--- src/rtl/uart_pkg.sv ---
// Shared types and constants for the UART transmit frame state machine.
package uart_pkg;

  typedef enum logic [2:0] {
    IDLE    = 3'd0,
    START   = 3'd1,
    DATA    = 3'd2,
    PARITY  = 3'd3,
    STOP    = 3'd4,
    RECOVER = 3'd5
  } state_t;

  localparam int   DATA_BITS       = 8;
  localparam int   FRAME_BITS_BASE = 10;
  localparam logic LINE_IDLE       = 1'b1;
  localparam logic START_LVL       = 1'b0;

  // Tick counter width; a one-cycle bit still needs a 1-bit counter.
  function automatic int cnt_width(input int n);
    return (n <= 1) ? 1 : $clog2(n);
  endfunction

endpackage

--- src/rtl/uart_tx_frame_sm_if.sv ---
// Byte handshake into the transmitter.
interface uart_tx_frame_sm_if;
  import uart_pkg::*;

  // A byte transfers on a clk edge where tx_valid && tx_ready; the master holds
  // tx_data/tx_valid stable until then, and tx_valid while tx_ready=0 has no effect.
  logic [DATA_BITS-1:0] tx_data;
  logic                 tx_valid;
  logic                 tx_ready;

  modport master (output tx_data, output tx_valid, input tx_ready);
  modport slave  (input tx_data, input tx_valid, output tx_ready);

endinterface

--- src/rtl/uart_bit_timer.sv ---
// Bit-period tick counter: bit_end pulses on the last clk of each bit time.
module uart_bit_timer
  import uart_pkg::*;
#(
  parameter int CLKS_PER_BIT = 1
) (
  input  logic clk,
  input  logic rst_n,
  input  logic clear,
  input  logic enable,
  output logic bit_end
);

  localparam int            CW   = cnt_width(CLKS_PER_BIT);
  localparam logic [CW-1:0] LAST = CW'(CLKS_PER_BIT - 1);

  logic [CW-1:0] cnt_q, cnt_d;

  assign bit_end = enable && (cnt_q == LAST);

  always_comb begin
    cnt_d = cnt_q;
    if (clear) begin
      cnt_d = '0;
    end else if (enable) begin
      cnt_d = bit_end ? '0 : cnt_q + 1'b1;
    end
  end

  always_ff @(posedge clk or negedge rst_n) begin
    if (!rst_n) begin
      cnt_q <= '0;
    end else begin
      cnt_q <= cnt_d;
    end
  end

endmodule

--- src/rtl/uart_tx_frame_sm.sv ---
// UART frame transmitter: start, 8 data bits LSB first, parity, stop bit(s),
// with a receiver-driven abort that parks the line high for one bit time.
module uart_tx_frame_sm
  import uart_pkg::*;
#(
  parameter int CLKS_PER_BIT = 1,
  parameter int PARITY_ODD   = 0,
  parameter int STOP_BITS    = 1
) (
  input  logic                     clk,
  input  logic                     reset,
  uart_tx_frame_sm_if.slave        tx_if,
  input  logic                     mreset_in,
  output logic                     tx_out,
  output logic                     tx_busy,
  output logic                     tx_done,
  output logic                     tx_abort,
  output logic [2:0]               dbg_state
);

  state_t               state_q, state_d;
  logic                 tx_out_q, tx_out_d;
  logic [DATA_BITS-1:0] shift_q, shift_d;
  logic                 parity_q, parity_d;
  logic [2:0]           bit_cnt_q, bit_cnt_d;
  logic                 stop_cnt_q, stop_cnt_d;
  logic                 done_q, done_d;
  logic                 abort_q, abort_d;

  logic bit_end, last_stop, ready, accept, abort_req;

  assign last_stop = (stop_cnt_q == 1'(STOP_BITS - 1));
  // Ready on the final stop clk too, so a waiting byte starts with no idle gap.
  assign ready     = (state_q == IDLE) || ((state_q == STOP) && bit_end && last_stop);
  assign accept    = tx_if.tx_valid && ready;
  // The receiver pulses Mreset at every normal frame end, so STOP must ignore it.
  assign abort_req = mreset_in && ((state_q == START) || (state_q == DATA) || (state_q == PARITY));

  uart_bit_timer #(.CLKS_PER_BIT(CLKS_PER_BIT)) u_timer (
    .clk     (clk),
    .rst_n   (reset),
    .clear   ((state_q == IDLE) || abort_req),
    .enable  (state_q != IDLE),
    .bit_end (bit_end)
  );

  always_comb begin
    state_d    = state_q;
    tx_out_d   = tx_out_q;
    shift_d    = shift_q;
    parity_d   = parity_q;
    bit_cnt_d  = bit_cnt_q;
    stop_cnt_d = stop_cnt_q;
    done_d     = 1'b0;
    abort_d    = 1'b0;
    if (abort_req) begin
      state_d  = RECOVER;
      tx_out_d = LINE_IDLE;
      abort_d  = 1'b1;
    end else begin
      case (state_q)
        IDLE: begin
          tx_out_d = LINE_IDLE;
          if (accept) begin
            state_d    = START;
            tx_out_d   = START_LVL;
            shift_d    = tx_if.tx_data;
            parity_d   = (^tx_if.tx_data) ^ (PARITY_ODD != 0);
            bit_cnt_d  = '0;
            stop_cnt_d = 1'b0;
          end
        end
        START: if (bit_end) begin
          state_d   = DATA;
          tx_out_d  = shift_q[0];
          bit_cnt_d = '0;
        end
        DATA: if (bit_end) begin
          if (bit_cnt_q == 3'(DATA_BITS - 1)) begin
            state_d  = PARITY;
            tx_out_d = parity_q;
          end else begin
            shift_d   = shift_q >> 1;
            tx_out_d  = shift_q[1];
            bit_cnt_d = bit_cnt_q + 3'd1;
          end
        end
        PARITY: if (bit_end) begin
          state_d    = STOP;
          tx_out_d   = LINE_IDLE;
          stop_cnt_d = 1'b0;
        end
        STOP: if (bit_end) begin
          if (last_stop) begin
            done_d = 1'b1;
            if (accept) begin
              state_d    = START;
              tx_out_d   = START_LVL;
              shift_d    = tx_if.tx_data;
              parity_d   = (^tx_if.tx_data) ^ (PARITY_ODD != 0);
              bit_cnt_d  = '0;
              stop_cnt_d = 1'b0;
            end else begin
              state_d  = IDLE;
              tx_out_d = LINE_IDLE;
            end
          end else begin
            stop_cnt_d = stop_cnt_q + 1'b1;
          end
        end
        RECOVER: begin
          tx_out_d = LINE_IDLE;
          if (bit_end) state_d = IDLE;
        end
        default: begin
          state_d  = IDLE;
          tx_out_d = LINE_IDLE;
        end
      endcase
    end
  end

  always_ff @(posedge clk or negedge reset) begin
    if (!reset) begin
      state_q    <= IDLE;
      tx_out_q   <= LINE_IDLE;
      shift_q    <= '0;
      parity_q   <= 1'b0;
      bit_cnt_q  <= '0;
      stop_cnt_q <= 1'b0;
      done_q     <= 1'b0;
      abort_q    <= 1'b0;
    end else begin
      state_q    <= state_d;
      tx_out_q   <= tx_out_d;
      shift_q    <= shift_d;
      parity_q   <= parity_d;
      bit_cnt_q  <= bit_cnt_d;
      stop_cnt_q <= stop_cnt_d;
      done_q     <= done_d;
      abort_q    <= abort_d;
    end
  end

  assign tx_if.tx_ready = ready;
  assign tx_out         = tx_out_q;
  assign tx_busy        = (state_q != IDLE);
  assign tx_done        = done_q;
  assign tx_abort       = abort_q;
  assign dbg_state      = state_q;

endmodule

--- src/flat_wrapper.sv ---
// flat-port wrapper written by rule: the top's interface ports become plain ports
module uart_tx_frame_sm_flat import uart_pkg::*;
#(
  parameter int CLKS_PER_BIT = 1,
  parameter int PARITY_ODD   = 0,
  parameter int STOP_BITS    = 1
)
  (clk, reset, mreset_in, tx_out, tx_busy, tx_done, tx_abort, dbg_state, tx_if_tx_data, tx_if_tx_valid, tx_if_tx_ready);
  uart_tx_frame_sm_if tx_if_i ();
  input  logic clk;
  input  logic reset;
  input  logic mreset_in;
  output logic tx_out;
  output logic tx_busy;
  output logic tx_done;
  output logic tx_abort;
  output logic [2:0] dbg_state;
  input wire logic [$bits(tx_if_i.tx_data)-1:0] tx_if_tx_data;
  input wire logic [$bits(tx_if_i.tx_valid)-1:0] tx_if_tx_valid;
  output wire logic [$bits(tx_if_i.tx_ready)-1:0] tx_if_tx_ready;
  assign tx_if_i.tx_data = tx_if_tx_data;
  assign tx_if_i.tx_valid = tx_if_tx_valid;
  assign tx_if_tx_ready = tx_if_i.tx_ready;
  uart_tx_frame_sm #(.CLKS_PER_BIT(CLKS_PER_BIT), .PARITY_ODD(PARITY_ODD), .STOP_BITS(STOP_BITS)) u_core (.clk(clk), .reset(reset), .tx_if(tx_if_i), .mreset_in(mreset_in), .tx_out(tx_out), .tx_busy(tx_busy), .tx_done(tx_done), .tx_abort(tx_abort), .dbg_state(dbg_state));
endmodule
--- config.mk ---
export PLATFORM = sky130hd
export DESIGN_NAME = uart_tx_frame_sm_flat
export DESIGN_NICKNAME = d
export VERILOG_FILES = /design/src/rtl/uart_pkg.sv /design/src/rtl/uart_tx_frame_sm_if.sv /design/src/rtl/uart_bit_timer.sv /design/src/rtl/uart_tx_frame_sm.sv /design/src/flat_wrapper.sv
export SDC_FILE = /design/constraint.sdc
export NUM_CORES = 1
export LEC_CHECK = 0
export CAP_MARGIN = 20
export CORE_MARGIN = 2
export CORE_UTILIZATION = 40
export CTS_BUF_LIST = sky130_fd_sc_hd__clkbuf_16
export DETAILED_ROUTE_END_ITERATION = 12
export PLACE_DENSITY = 0.63
export SLEW_MARGIN = 20
export SYNTH_ARGS = -nofsm -noshare
export SYNTH_HDL_FRONTEND = slang
export SYNTH_SLANG_ARGS = --single-unit
--- constraint.sdc ---
create_clock -name clk -period 2.1 [get_ports clk]
set_input_delay 0.21 -clock clk [delete_from_list [all_inputs] [get_ports clk]]
set_output_delay 0.21 -clock clk [all_outputs]
set_load 0.05 [all_outputs]
==> run summary <==
Mapped Avg Cell Area = 10.8 um2
Final Hold Slack = 0.290 ns
post-synth net total = 123
EDFF count, synth = 0
Worst Skew = 0.00153 ns
die height = 58.3 um
Max Fclk = 0.515 GHz
routed len/inst = 14.6 um
yosys warns = 0
Fin. Hold Viols = 0
CORE AREA = 0.00278 mm2
Yosys cell types = 41
Die X = 58.3 um
Pwr Density = 1410 mW/mm2
DR vias = 936
Worst Hold Class = in2async
post_cts resized = 0
initial core utilization = 42.5%
crit end category = register
VDD IR-drop max = 0.000949 V
antenna-violating nets left = 0
worst skew pair latency = 0.25 ns
CTS tree = built
MaxCap Viol Count = 0
Most used DFF post-synth = dfrtp_1
remaining global-route overflow = 0
antenna cells = 0
total placed cells including tap cells = 160
Yosys reg bits = 19
Finished Layout Cells = 164
IO buf count = 19
Avg Vias per Cell = 5.71
CTS Sinks = 19
# DRC = 0
final wirelength = 2400 um
flop2flop setup slack = 0.16 ns
Bufs on Longest Clock Path = 2
LEAKAGE = 0.000647 uW
ratio of cells with drive above 1 in the final layout = 28.6%
Tcrit/Tclk final = 92.4%
initial antenna violation count = 0
Cell Rows = 19
largest net degree at the start of global routing = 20
clock slew seen by the registers of the worst setup and hold paths = 0.05 ns
most frequent cells in the layout = dfrtp_1, mux2_2, clkdlybuf4s50_1
Startpoint Class = register
critical path class = reg2reg
total power = 2140 uW
Area growth, synth to finish = 28.4%
status = finished clean
setup TNS = 0 ns
Post-CTS Setup Inserts = 0
fin nets = 148
H-tree Lvls = 1
GRT Overall Usage = 15.6%
RSZ-0062 raised after global routing = no
HPWL after DPL = 1730 um
sequential cell area fraction in the yosys report = 40.4%
Netlist Area Pre-Place = 0.00118 mm2
die area = 0.00340 mm2
FFs w/ async S/R, synth = 100%
root buffer cell = clkbuf_16
GPL Wtd Cong = 0.796
# IOs = 20
synthesized instance count = 109
Arr. time, crit path = 2.08 ns
reg2reg start = u_core.bit_cnt_q[0]$_DFFE_PN0P_
data required time of the worst path = 2.24 ns
Worst-Margin Slew = 0.517 ns
vias in the first global route = 898
Critical Path Source = u_core.bit_cnt_q[0]$_DFFE_PN0P_
# hold bufs at CTS = 0
R2R depth = 6
first-pass GRT wire length = 4000 um
total CTS buffers = 3
Initial DRC Count = 15
Setup violations, final = 0
critical path peak fanout = 7
commonest non-fill, non-tap cell in the layout = dfrtp_1
Reg-to-Reg End = u_core.shift_q[1]$_DFFE_PN0P_
Relative slew margins = 65.5%
First-pass DRT Iterations = 4
clock period minus worst slack = 1.94 ns
Max Slew Vio Count = 0
==> through the flow <==
step                setup slack (ns)  instance area [um2]  utilization [%]
finish                         0.159                 1520             54.5
global route                  0.0745                 1520             54.5
CTS                            0.139                 1520             54.5
detailed placement             0.169                 1440             51.7
global placement               0.242                 1440             51.7
floorplan                      0.123                 1180                -
==> layout make-up <==
cell class	instances	area, um2
Fill cell	247	1260
Multi-Input combinational cell	80	646
Sequential cell	19	477
Timing Repair Buffer	27	265
Clock buffer	3	75.1
Tap cell	31	38.8
Inverter	3	11.3
Clock inverter	1	3.75
==> layer usage <==
metal / up-vias / track usage [%] / share of wire [%]
li1: 444 / - / -
met1: 460 / 18.4 / 45
met2: 25 / 25.5 / 47
met3: 7 / 2.64 / 4.9
met4: 0 / 11.3 / 3.0
met5: - / 0 / 0
==> registers in the layout (all words and copies together) (netlist names) <==
| name | count |
|---|---|
| u_core.parity_q | 1 |
| u_core.dbg_state | 3 |
| u_core.tx_abort | 1 |
| u_core.u_timer.cnt_q | 1 |
| u_core.bit_cnt_q | 3 |
| u_core.shift_q | 8 |
| u_core.tx_done | 1 |
| u_core.tx_out | 1 |
==> critical path, stage by stage, from the launching register on <==
cell and delay, ns:
dfrtp_1 0.40, ha_1 0.20, ha_1 0.23, nor4_2 0.24, mux2i_2 0.17, nor2_4 0.23, mux2_2 0.36
==> cells in the mapped netlist, types with 3 or more instances <==
library cell | number | area (um2)
dfrtp_1 | 18 | 450
mux2_2 | 16 | 180
xnor2_1 | 8 | 70.1
a21oi_1 | 4 | 20.0
buf_2 | 4 | 20.0
nor3_1 | 4 | 20.0
o21ai_0 | 4 | 20.0
a21o_1 | 3 | 22.5
inv_1 | 3 | 11.3
nand2b_1 | 3 | 18.8
o21ai_1 | 3 | 15.0
==> power breakdown <==
part / switching [uW] / total, uW / leakage [uW] / internal [uW]
Sequential: 136 / 649 / 0.000234 / 513
Clock: 139 / 392 / 0.0000423 / 254
Combinational: 588 / 1100 / 0.000371 / 514
==> worst max-delay path by stage <==
stage / end / slack [ns] / cells past startpoint
after floorplan: u_core.dbg_state[0]$_DFFE_PN0P_ / 0.12 / 5
after global placement: u_core.shift_q[3]$_DFFE_PN0P_ / 0.24 / 6
after detailed placement: u_core.shift_q[5]$_DFFE_PN0P_ / 0.17 / 6
after CTS: u_core.shift_q[5]$_DFFE_PN0P_ / 0.14 / 6
after global routing: u_core.shift_q[2]$_DFFE_PN0P_ / 0.07 / 6
final: u_core.shift_q[1]$_DFFE_PN0P_ / 0.16 / 6
==> cells by family (layout without fill, tap and decap cells) <==
| logic type | after synthesis | count (layout) | share of synthesized area, % |
|---|---|---|---|
| AO/OA/AOI/OAI | 26 | 26 | 14.8 |
| AND/OR/NAND/NOR | 25 | 25 | 14.0 |
| flip-flops | 19 | 19 | 40.4 |
| multiplexers | 18 | 18 | 17.3 |
| buffers and inverters | 10 | 34 | 5.19 |
| XOR/XNOR | 8 | 8 | 5.93 |
| adder cells (fa/ha/maj) | 2 | 2 | 2.12 |
| other | 1 | 1 | 0.317 |
Note: power is estimated with default switching activity, not from simulation.
==> patch, RTL diff (same flow settings) <==
Reset style: synchronous (`reset` and `rst_n`), changed in 2 clocked blocks.
--- a/src/rtl/uart_bit_timer.sv
+++ b/src/rtl/uart_bit_timer.sv
@@ -28,5 +28,5 @@
   end
 
-  always_ff @(posedge clk or negedge rst_n) begin
+  always_ff @(posedge clk) begin
     if (!rst_n) begin
       cnt_q <= '0;
--- a/src/rtl/uart_tx_frame_sm.sv
+++ b/src/rtl/uart_tx_frame_sm.sv
@@ -121,5 +121,5 @@
   end
 
-  always_ff @(posedge clk or negedge reset) begin
+  always_ff @(posedge clk) begin
     if (!reset) begin
       state_q    <= IDLE;
Formal check against the unedited RTL: differs if reset is asserted again (counterexample within 4 cycles, from zero or initial values and one cycle with reset low); with reset held inactive, the same outputs for 10 cycles.
==> patch against the original RTL <==
- synthesized cell count increased by 16%
- sequential cell count unchanged
- sequential power decreased by 24%
- synthesized area decreased by 5.9%
- design area decreased by 10%
- via count decreased by 2.7%
- worst setup slack got worse by 52 ps
- wire length decreased by 8.3%
- power decreased by 31%
- critical path type is now flop to primary output
- largest power group unchanged
- highest routed layer unchanged
==> patch: results (changes against the original RTL) <==
number of flip-flops in the largest register=8 (unchanged); HP Class=flop to flop (was input port to asynchronous set/reset pin); total CTS buffers=3 (unchanged); CP startpoint=u_core.dbg_state[1] (was u_core.bit_cnt_q[0]); hold-critical path depth=2; top cells by count, synth=dfxtp_1 (19), nor2_1 (13), nand2_1 (11) (was dfrtp_1 (18), mux2_2 (16), xnor2_1 (8)); Cells after Synth=126 (was 109); first-pass GRT wire length=3630 um (was 4000 um); crit-path leading delay family=buffers and inverters (was multiplexers); Post-synth ARST share=0 (was 1.00); EDFF count, synth=0 (unchanged); worst hold endpoint=u_core.bit_cnt_q[1]; 1st-pass router iterations=4 (unchanged); Worst Skew=2.79 ps (was 1.53 ps); Yosys cell types=40 (was 41); critical path arrival=1780 ps (was 2080 ps); number of global-route vias before repair=820 (was 898); leakage power=0.513 nW (was 0.647 nW); gr usage total=0.144 (was 0.156); clock buffer depth=2 (unchanged); sequential share of the synthesized area=0.342 (was 0.404); routed via count=911 (was 936); crit path max fanout=15 (was 7); drt total wl=2200 um (was 2400 um); syn nets=140 (was 123); Largest Register=u_core.shift_q (unchanged); drt initial violations=14 (was 15); Clock H-tree levels=1 (unchanged); CP max stage cell=clkdlybuf4s50_1 (was dfrtp_1); r2r endpoint=u_core.shift_q[7] (was u_core.shift_q[1]); Detail Placement HPWL=1610 um (was 1730 um); highest cell delay on the worst timing path=900 ps (was 400 ps); gpl congestion=0.785 (was 0.796); status=completed (unchanged); # placed instances=169 (was 160); pin count of the biggest net entering global routing=20 (unchanged); postcts setup bufs=0 (unchanged); hold path start=u_core.bit_cnt_q[1]; r2r setup slk=290 ps (was 160 ps); ys flop type=dfxtp_1 (was dfrtp_1); slew margin rel.=0.596 (was 0.655); maximum VDD drop=0.000660 V (was 0.000949 V); post_cts resized=0 (unchanged); reg2reg start=u_core.bit_cnt_q[0] (unchanged); Reg2Reg Depth=7 (was 6); share of cells above drive strength 1=0.155 (was 0.286); Max Cap Violations=0 (unchanged); Synth area leaders=dfxtp_1 (34%), mux2i_1 (7.2%), xnor2_1 (5.5%) (was dfrtp_1 (38%), mux2_2 (15%), xnor2_1 (5.9%)); vias per std cell=5.27 (was 5.71); nets=157 (was 148); clock slew at reported path FFs=60 ps
patch: logic make-up (layout without fill, tap and decap cells):
kind of cell,Yosys count,in the layout,synth area share
AND/OR/NAND/NOR,46,46,0.221
other,1,1,0.00338
adder cells (fa/ha/maj),2,2,0.0225
multiplexers,8,8,0.0721
AO/OA/AOI/OAI,31,31,0.202
buffers and inverters,11,27,0.0743
XOR/XNOR,8,8,0.0631
flip-flops,19,19,0.342
patch: report_power, final:
group / internal (W) / leakage (nW) / switching, W
Sequential: 0.000419 / 0.156 / 0.0000764
Clock: 0.000254 / 0.0423 / 0.000141
Combinational: 0.000238 / 0.315 / 0.000340
Total: 0.000911 / 0.513 / 0.000558
patch: how the worst max path moves through the flow:
| stage | endpoint | slack (ps) |
|---|---|---|
| floorplan | u_core.shift_q[4] | 150 |
| global placement | dbg_state[1] | 380 |
| detailed placement | u_core.shift_q[7] | 300 |
| CTS | dbg_state[1] | 90 |
| global route | dbg_state[1] | 20 |
| finish | dbg_state[1] | 110 |
patch: layout make-up:
cell class,count,area [sq um]
flip-flops and latches,19,380
multi-input cells,96,656
well taps,31,38.8
fillers,262,1330
clock buffers,3,75.1
repair buffers,21,198
clock inverters,1,3.75
inverters,2,7.51
patch: metrics by stage:
stage	hold slack, ps	cell area (sq um)	power [W]	setup slack (ps)
2_1_floorplan	363	1120	0.000976	153
3_3_place_gp	460	1280	0.00108	382
3_5_place_dp	474	1280	0.00109	301
4_1_cts	481	1360	0.00148	87.3
5_1_grt	501	1360	0.00154	21.9
6_report	479	1360	0.00147	108
patch: worst min-delay path: stages (launching register included):
cell     delay, ps
dfxtp_1        310
nand2_1         50
o22ai_1         70
patch: metal layers:
metal / up-vias / GRT usage / wire, um
met5: - / 0 / 0
met4: 0 / 0.0952 / 72
met3: 7 / 0.0207 / 84
met2: 22 / 0.234 / 986
met1: 413 / 0.175 / 1050
li1: 469 / - / -
